`config.mk`:
```
export PLATFORM = sky130hd
export DESIGN_NAME = servo_cmd_rx
export DESIGN_NICKNAME = d
export VERILOG_FILES = /design/src/rtl/servo_pkg.sv /design/src/rtl/servo_cmd_rx_uart_rx.sv /design/src/rtl/servo_cmd_rx.sv
export SDC_FILE = /design/constraint.sdc
export NUM_CORES = 1
export LEC_CHECK = 0
export ABC_AREA = 1
export CORE_MARGIN = 3
export CORE_UTILIZATION = 53
export DETAILED_ROUTE_END_ITERATION = 7
export GPL_TIMING_DRIVEN = 0
export HOLD_SLACK_MARGIN = 0.05
export PLACE_DENSITY = 0.74
export SETUP_SLACK_MARGIN = 0.2
export SYNTH_ARGS = -nofsm -noshare
export SYNTH_HDL_FRONTEND = slang
export SYNTH_SLANG_ARGS = --single-unit
```
`constraint.sdc`:
```
create_clock -name clk -period 2.65 [get_ports clk]
set_input_delay 0.795 -clock clk [delete_from_list [all_inputs] [get_ports clk]]
set_output_delay 0.795 -clock clk [all_outputs]
set_load 0.03 [all_outputs]
```
`src/rtl/servo_pkg.sv`:
```
// Shared constants, state enums and duty-range helpers for the servo command receiver.
package servo_pkg;

  localparam int unsigned DUTY_W = 32;
  localparam logic [7:0] SERVO_HEADER = 8'hA5;
  localparam logic [7:0] MAX_ANGLE = 8'd180;

  typedef enum logic [1:0] {
    U_IDLE,
    U_START,
    U_DATA,
    U_STOP
  } uart_state_e;

  typedef enum logic {
    WAIT_HDR,
    WAIT_ANG
  } frame_state_e;

  function automatic logic [DUTY_W-1:0] duty_min(input logic [DUTY_W-1:0] period);
    return period * 32'd5 / 32'd100;
  endfunction

  function automatic logic [DUTY_W-1:0] duty_max(input logic [DUTY_W-1:0] period);
    return period * 32'd10 / 32'd100;
  endfunction

  function automatic logic [DUTY_W-1:0] duty_step(input logic [DUTY_W-1:0] period);
    return (duty_max(period) - duty_min(period)) / 32'd180;
  endfunction

endpackage

```
`src/rtl/servo_cmd_rx_uart_rx.sv`:
```
// 8N1 UART receiver: 2-FF synchronizer, mid-bit sampling, byte_valid / stop_err pulses.
module uart_rx
  import servo_pkg::*;
#(
  parameter int unsigned CLKS_PER_BIT = 217
) (
  input  logic       clk,
  input  logic       rst_n,
  input  logic       rx,
  output logic [7:0] data,
  output logic       byte_valid,
  output logic       stop_err
);

  localparam int unsigned CNT_W = $clog2(CLKS_PER_BIT + 1);
  localparam logic [CNT_W-1:0] HALF_M1 = CNT_W'(CLKS_PER_BIT / 2 - 1);
  localparam logic [CNT_W-1:0] FULL_M1 = CNT_W'(CLKS_PER_BIT - 1);

  logic [1:0]       sync_q;
  logic             rx_s;
  logic             rx_prev_q;
  uart_state_e      state_q, state_n;
  logic [CNT_W-1:0] cnt_q, cnt_n;
  logic [2:0]       bit_q, bit_n;
  logic [7:0]       shreg_q, shreg_n;
  logic [7:0]       data_n;
  logic             byte_valid_n, stop_err_n;

  assign rx_s = sync_q[1];

  // Synchronizer resets to idle-high so reset release never looks like a start bit.
  always_ff @(posedge clk or negedge rst_n) begin
    if (!rst_n) begin
      sync_q     <= 2'b11;
      rx_prev_q  <= 1'b1;
      state_q    <= U_IDLE;
      cnt_q      <= '0;
      bit_q      <= '0;
      shreg_q    <= '0;
      data       <= '0;
      byte_valid <= 1'b0;
      stop_err   <= 1'b0;
    end else begin
      sync_q     <= {sync_q[0], rx};
      rx_prev_q  <= rx_s;
      state_q    <= state_n;
      cnt_q      <= cnt_n;
      bit_q      <= bit_n;
      shreg_q    <= shreg_n;
      data       <= data_n;
      byte_valid <= byte_valid_n;
      stop_err   <= stop_err_n;
    end
  end

  always_comb begin
    state_n      = state_q;
    cnt_n        = cnt_q;
    bit_n        = bit_q;
    shreg_n      = shreg_q;
    data_n       = data;
    byte_valid_n = 1'b0;
    stop_err_n   = 1'b0;
    case (state_q)
      U_IDLE: begin
        cnt_n = '0;
        bit_n = '0;
        if (rx_prev_q && !rx_s) state_n = U_START;
      end
      U_START: begin
        if (cnt_q == HALF_M1) begin
          cnt_n   = '0;
          state_n = rx_s ? U_IDLE : U_DATA;
        end else begin
          cnt_n = cnt_q + CNT_W'(1);
        end
      end
      U_DATA: begin
        if (cnt_q == FULL_M1) begin
          cnt_n   = '0;
          shreg_n = {rx_s, shreg_q[7:1]};
          if (bit_q == 3'd7) state_n = U_STOP;
          else bit_n = bit_q + 3'd1;
        end else begin
          cnt_n = cnt_q + CNT_W'(1);
        end
      end
      U_STOP: begin
        if (cnt_q == FULL_M1) begin
          cnt_n   = '0;
          state_n = U_IDLE;
          if (rx_s) begin
            data_n       = shreg_q;
            byte_valid_n = 1'b1;
          end else begin
            stop_err_n = 1'b1;
          end
        end else begin
          cnt_n = cnt_q + CNT_W'(1);
        end
      end
      default: state_n = U_IDLE;
    endcase
  end

endmodule

```
`src/rtl/servo_cmd_rx.sv`:
```
// Servo command receiver: validates A5/angle frames from UART and converts angle to PWM duty.
// Optional rate-limited duty update per PWM period when SERVO_SLEW_EN is defined.
module servo_cmd_rx
  import servo_pkg::*;
#(
  parameter int unsigned CLK_FREQ       = 25_000_000,
  parameter int unsigned BAUD           = 115_200,
  parameter int unsigned PERIOD         = 500_000,
  parameter logic [7:0]  HEADER         = SERVO_HEADER,
  parameter int unsigned TIMEOUT_CYCLES = 2_500_000,
  parameter int unsigned SLEW_STEP      = 500
) (
  input  logic                clk,
  input  logic                rst_n,
  input  logic                rx,
  output logic [DUTY_W-1:0]   duty_cycle,
  output logic                cmd_valid,
  output logic                frame_err,
  output logic [7:0]          angle
);

  localparam int unsigned CLKS_PER_BIT = CLK_FREQ / BAUD;
  localparam logic [DUTY_W-1:0] DMIN = duty_min(DUTY_W'(PERIOD));
  localparam logic [DUTY_W-1:0] DMAX = duty_max(DUTY_W'(PERIOD));
  localparam logic [DUTY_W-1:0] STEP = duty_step(DUTY_W'(PERIOD));
  localparam int unsigned TO_W = $clog2(TIMEOUT_CYCLES + 1);
  localparam logic [TO_W-1:0] TO_M1 = TO_W'(TIMEOUT_CYCLES - 1);

  logic [7:0]        rx_byte;
  logic              rx_valid, rx_stop_err;
  frame_state_e      fstate_q, fstate_n;
  logic [TO_W-1:0]   to_cnt_q, to_cnt_n;
  logic [DUTY_W-1:0] target_q, target_n, duty_n, conv_duty;
  logic [7:0]        angle_n;
  logic              accept, err_n;

  uart_rx #(.CLKS_PER_BIT(CLKS_PER_BIT)) u_uart_rx (
    .clk       (clk),
    .rst_n     (rst_n),
    .rx        (rx),
    .data      (rx_byte),
    .byte_valid(rx_valid),
    .stop_err  (rx_stop_err)
  );

  // 180 degrees is pinned to DUTY_MAX; truncated STEP would otherwise fall short.
  assign conv_duty = (rx_byte == MAX_ANGLE) ? DMAX : DMIN + DUTY_W'(rx_byte) * STEP;

  always_ff @(posedge clk or negedge rst_n) begin
    if (!rst_n) begin
      fstate_q   <= WAIT_HDR;
      to_cnt_q   <= '0;
      target_q   <= DMIN;
      duty_cycle <= DMIN;
      angle      <= '0;
      cmd_valid  <= 1'b0;
      frame_err  <= 1'b0;
    end else begin
      fstate_q   <= fstate_n;
      to_cnt_q   <= to_cnt_n;
      target_q   <= target_n;
      duty_cycle <= duty_n;
      angle      <= angle_n;
      cmd_valid  <= accept;
      frame_err  <= err_n;
    end
  end

  always_comb begin
    fstate_n = fstate_q;
    to_cnt_n = to_cnt_q;
    accept   = 1'b0;
    err_n    = rx_stop_err;
    case (fstate_q)
      WAIT_HDR: begin
        to_cnt_n = '0;
        if (rx_valid && rx_byte == HEADER) fstate_n = WAIT_ANG;
      end
      WAIT_ANG: begin
        if (rx_valid) begin
          fstate_n = WAIT_HDR;
          if (rx_byte <= MAX_ANGLE) accept = 1'b1;
          else err_n = 1'b1;
        end else if (rx_stop_err) begin
          fstate_n = WAIT_HDR;
        end else if (to_cnt_q == TO_M1) begin
          fstate_n = WAIT_HDR;
          err_n    = 1'b1;
        end else begin
          to_cnt_n = to_cnt_q + TO_W'(1);
        end
      end
      default: fstate_n = WAIT_HDR;
    endcase
    target_n = accept ? conv_duty : target_q;
    angle_n  = accept ? rx_byte : angle;
  end

`ifdef SERVO_SLEW_EN
  localparam int unsigned PER_W = $clog2(PERIOD + 1);
  localparam logic [DUTY_W-1:0] SLEW = DUTY_W'(SLEW_STEP);

  logic [PER_W-1:0] per_q;
  logic             wrap;

  assign wrap = (per_q == PER_W'(PERIOD - 1));

  always_ff @(posedge clk or negedge rst_n) begin
    if (!rst_n) per_q <= '0;
    else        per_q <= wrap ? '0 : per_q + PER_W'(1);
  end

  // Move toward target by at most SLEW once per PWM period, clamping at target.
  always_comb begin
    duty_n = duty_cycle;
    if (wrap) begin
      if (target_q > duty_cycle)
        duty_n = (target_q - duty_cycle > SLEW) ? duty_cycle + SLEW : target_q;
      else if (target_q < duty_cycle)
        duty_n = (duty_cycle - target_q > SLEW) ? duty_cycle - SLEW : target_q;
    end
  end
`else
  always_comb begin
    duty_n = accept ? conv_duty : duty_cycle;
  end
`endif

endmodule

```
==> qor.yml <==
outcome:
  status: "finished with violations"
  violations: "setup timing"
synthesis:
  ys_async_sr_fraction: 1.000
  ys_ff_latch: 83
  yosysUniqueCellTypes: 45
  synth_top_flop_cell: "dfrtp_1"
  avgSynthCellArea_sq_um: 7.947
  ys_warn_count: 0
  yosysSeqAreaShare: 0.4164
  synthCells: 631
  synth-edff-count: 0
  syn_area_sq_um: 5015
global_routing:
  grt_use_met3: 0.03756
  grt_use_met2: 0.3809
  grt-busiest-layer: "met2"
  use_met1: 0.3166
  grt_usage: 0.2337
  grt_pass1_vias: 4227
  grt_max_degree: 62
  antenna_found_initial: 0
  grt_overflow: 0
  grt_pass1_wl_um: 19620
cells_and_area:
  areaGrowthSynthToFinish_pct: 26.57
  layout_common_cells: "nand2_1, inv_1, dfrtp_1"
  final_cells: 822
  final_nets: 748
  final_common_cell: "nand2_1"
  drive_above_1_share: 0.2521
  diodes: 0
timing:
  slew_headroom: 0.6610
  fin_skew_ps: 17.40
  whs_ps: 319.1
  tightest_slew_ps: 508.5
  fin_crit_ps: 2696
  maxSlewViolCount: 0
  fin_ws_ps: -45.66
  rsz0062_at_grt: "true"
  finalSetupViolations: 2
  post-route-period-util: 1.017
  fmax_mhz: 371.0
  hold_viol_final: 0
worst_setup_path:
  required_ps: 2950
  cp_max_fo: 4
  path_class: "reg -> reg"
  critPathCapture: "duty_cycle[16]"
  worstPathArrival_ps: 2990
  reg2reg_depth: 15
  reg2reg_slack_ps: -50
  crit_path_end_kind: "register"
  critPathLaunchType: "register"
  setup.worst_path.start: "u_uart_rx.data[1]"
  r2r_end: "duty_cycle[16]"
  r2r-start: "u_uart_rx.data[1]"
placed_design:
  hpwl_um: 8519
  dpl.cell_count: 783
  gp_congestion: 0.9929
  port_buffers: 28
cts:
  cts-root-buf: "clkbuf_8"
  htreeDepth: 3
  cts_max_path_buffers: 2
  path_clk_slew_ps: 100
  numCtsBuffers: 9
  tritoncts: "done"
  clock_latency_ps: 360
  clock_sinks: 83
  cts_hold_buffers: 0
detailed_routing:
  firstDrtPassIters: 5
  routedWlPerCell_um: 15.24
  drc: 0
  wirelength_um: 12530
  via_count: 4524
  first_iter_violations: 225
  postRouteAntennaNets: 0
  drt-vias-per-instance: 5.504
job:
  cap_violations: 0
worst_hold_path:
  hp-class: "in -> async"
floorplanning:
  die-area_sq_um: 10660
  ioPinCount: 45
  core_area_sq_um: 8934
  fp.dieH_um: 103.3
  die_w_um: 103.3
  start_util: 0.5613
  row_count: 34
power_and_ir_drop:
  p_leak_nw: 2.916
  p_per_area_nw_per_um2: 399.5
  max-vdd-ir-drop_uv: 416.0
## worst max-delay path, cell delays in order, from the launching register on
cell     delay (ps)
dfrtp_2         490
ha_4            300
ha_4            190
ha_4            280
ha_4            220
nand2_2          80
nand2_2          70
a21oi_4         160
nand2_2          80
nand2_1          90
nand2_2          70
nor2_2          120
nand3_2         100
a21oi_2         190
nand2_1         110
nand2_1          80
## per-stage QoR
stage / worst slack, ps / setup TNS [ps] / cell area [sq um] / utilization / total power, mW
6_report: -45.66 / -50.42 / 6347 / 0.7105 / 2.536
3_5_place_dp: -128.3 / -371.5 / 5687 / 0.6366 / 1.653
4_1_cts: 57.43 / 0 / 6075 / 0.6800 / 2.553
3_3_place_gp: -2496 / -172670 / 5662 / 0.6338 / 1.638
5_1_grt: -142.7 / -587.5 / 6347 / 0.7105 / 2.657
2_1_floorplan: 185.0 / 0 / 5246 / - / 1.563
## power breakdown
part	leakage [nW]	internal, mW	total [mW]	switching, mW
Clock	0.0881	0.428	0.906	0.478
Sequential	1.11	1.31	1.33	0.0293
Combinational	1.72	0.0867	0.295	0.208
## kinds of logic after synthesis
logic type | count (synthesis) | synth area share
AO/OA/AOI/OAI | 79 | 0.09007
AND/OR/NAND/NOR | 309 | 0.2752
flip-flops | 83 | 0.4164
buffers and inverters | 105 | 0.09556
adder cells (fa/ha/maj) | 35 | 0.08882
XOR/XNOR | 19 | 0.03318
other | 1 | 0.0007478
## sequential cells by signal, indices dropped and copies added (netlist names), 2 cells and up, named ones only
register           flops
duty_cycle            16
u_uart_rx.cnt_q        8
u_uart_rx.data         8
to_cnt_q              22
u_uart_rx.bit_q        3
u_uart_rx.sync_q       2
u_uart_rx.shreg_q      8
angle                  8
## worst min path at each step
stage,startpoint,to,slack [ps]
floorplan,u_uart_rx.sync_q[0],u_uart_rx.sync_q[1],350
global placement,u_uart_rx.sync_q[0],u_uart_rx.sync_q[1],350
detailed placement,u_uart_rx.sync_q[0],u_uart_rx.sync_q[1],350
CTS,rst_n,duty_cycle[10],320
global route,rst_n,duty_cycle[10],320
finish,rst_n,duty_cycle[10],320
## cell type report
| type | instances | area (sq um) |
|---|---|---|
| buffer | 26 | 181.4 |
| clock buffer | 10 | 127.6 |
| clock inverter | 5 | 55.05 |
| fill | 657 | 2586 |
| inverter | 79 | 300.3 |
| multi-input combinational | 458 | 2964 |
| sequential | 83 | 2098 |
| tap | 108 | 135.1 |
| timing repair buffer | 53 | 485.5 |
## Yosys cell counts, types with 9 or more instances
library cell,instances,share of area
a21oi_1,19,0.019
buf_4,17,0.025
dfrtp_1,74,0.37
dfstp_2,9,0.047
ha_1,34,0.085
inv_1,75,0.056
nand2_1,171,0.13
nand3_1,40,0.040
nand4_1,13,0.016
nor2_1,45,0.034
nor3_1,9,0.0090
o21ai_0,36,0.036
xor2_1,13,0.023
## routing by layer
layer	share of wire	wire length, um	vias to the layer above
met5	0	0	-
met4	0.018	223	0
li1	-	-	2186
met2	0.50	6220	153
met1	0.43	5365	2166
met3	0.057	717	19
## what timing repair did
item | in CTS | in global routing
pin swaps | 25 | 30
endpoints found under the setup margin | 9 | 9
buffers inserted | 14 | 10
resized for setup | 27 | 43
gates cloned | 0 | 0
(Power assumes the default switching activity.)
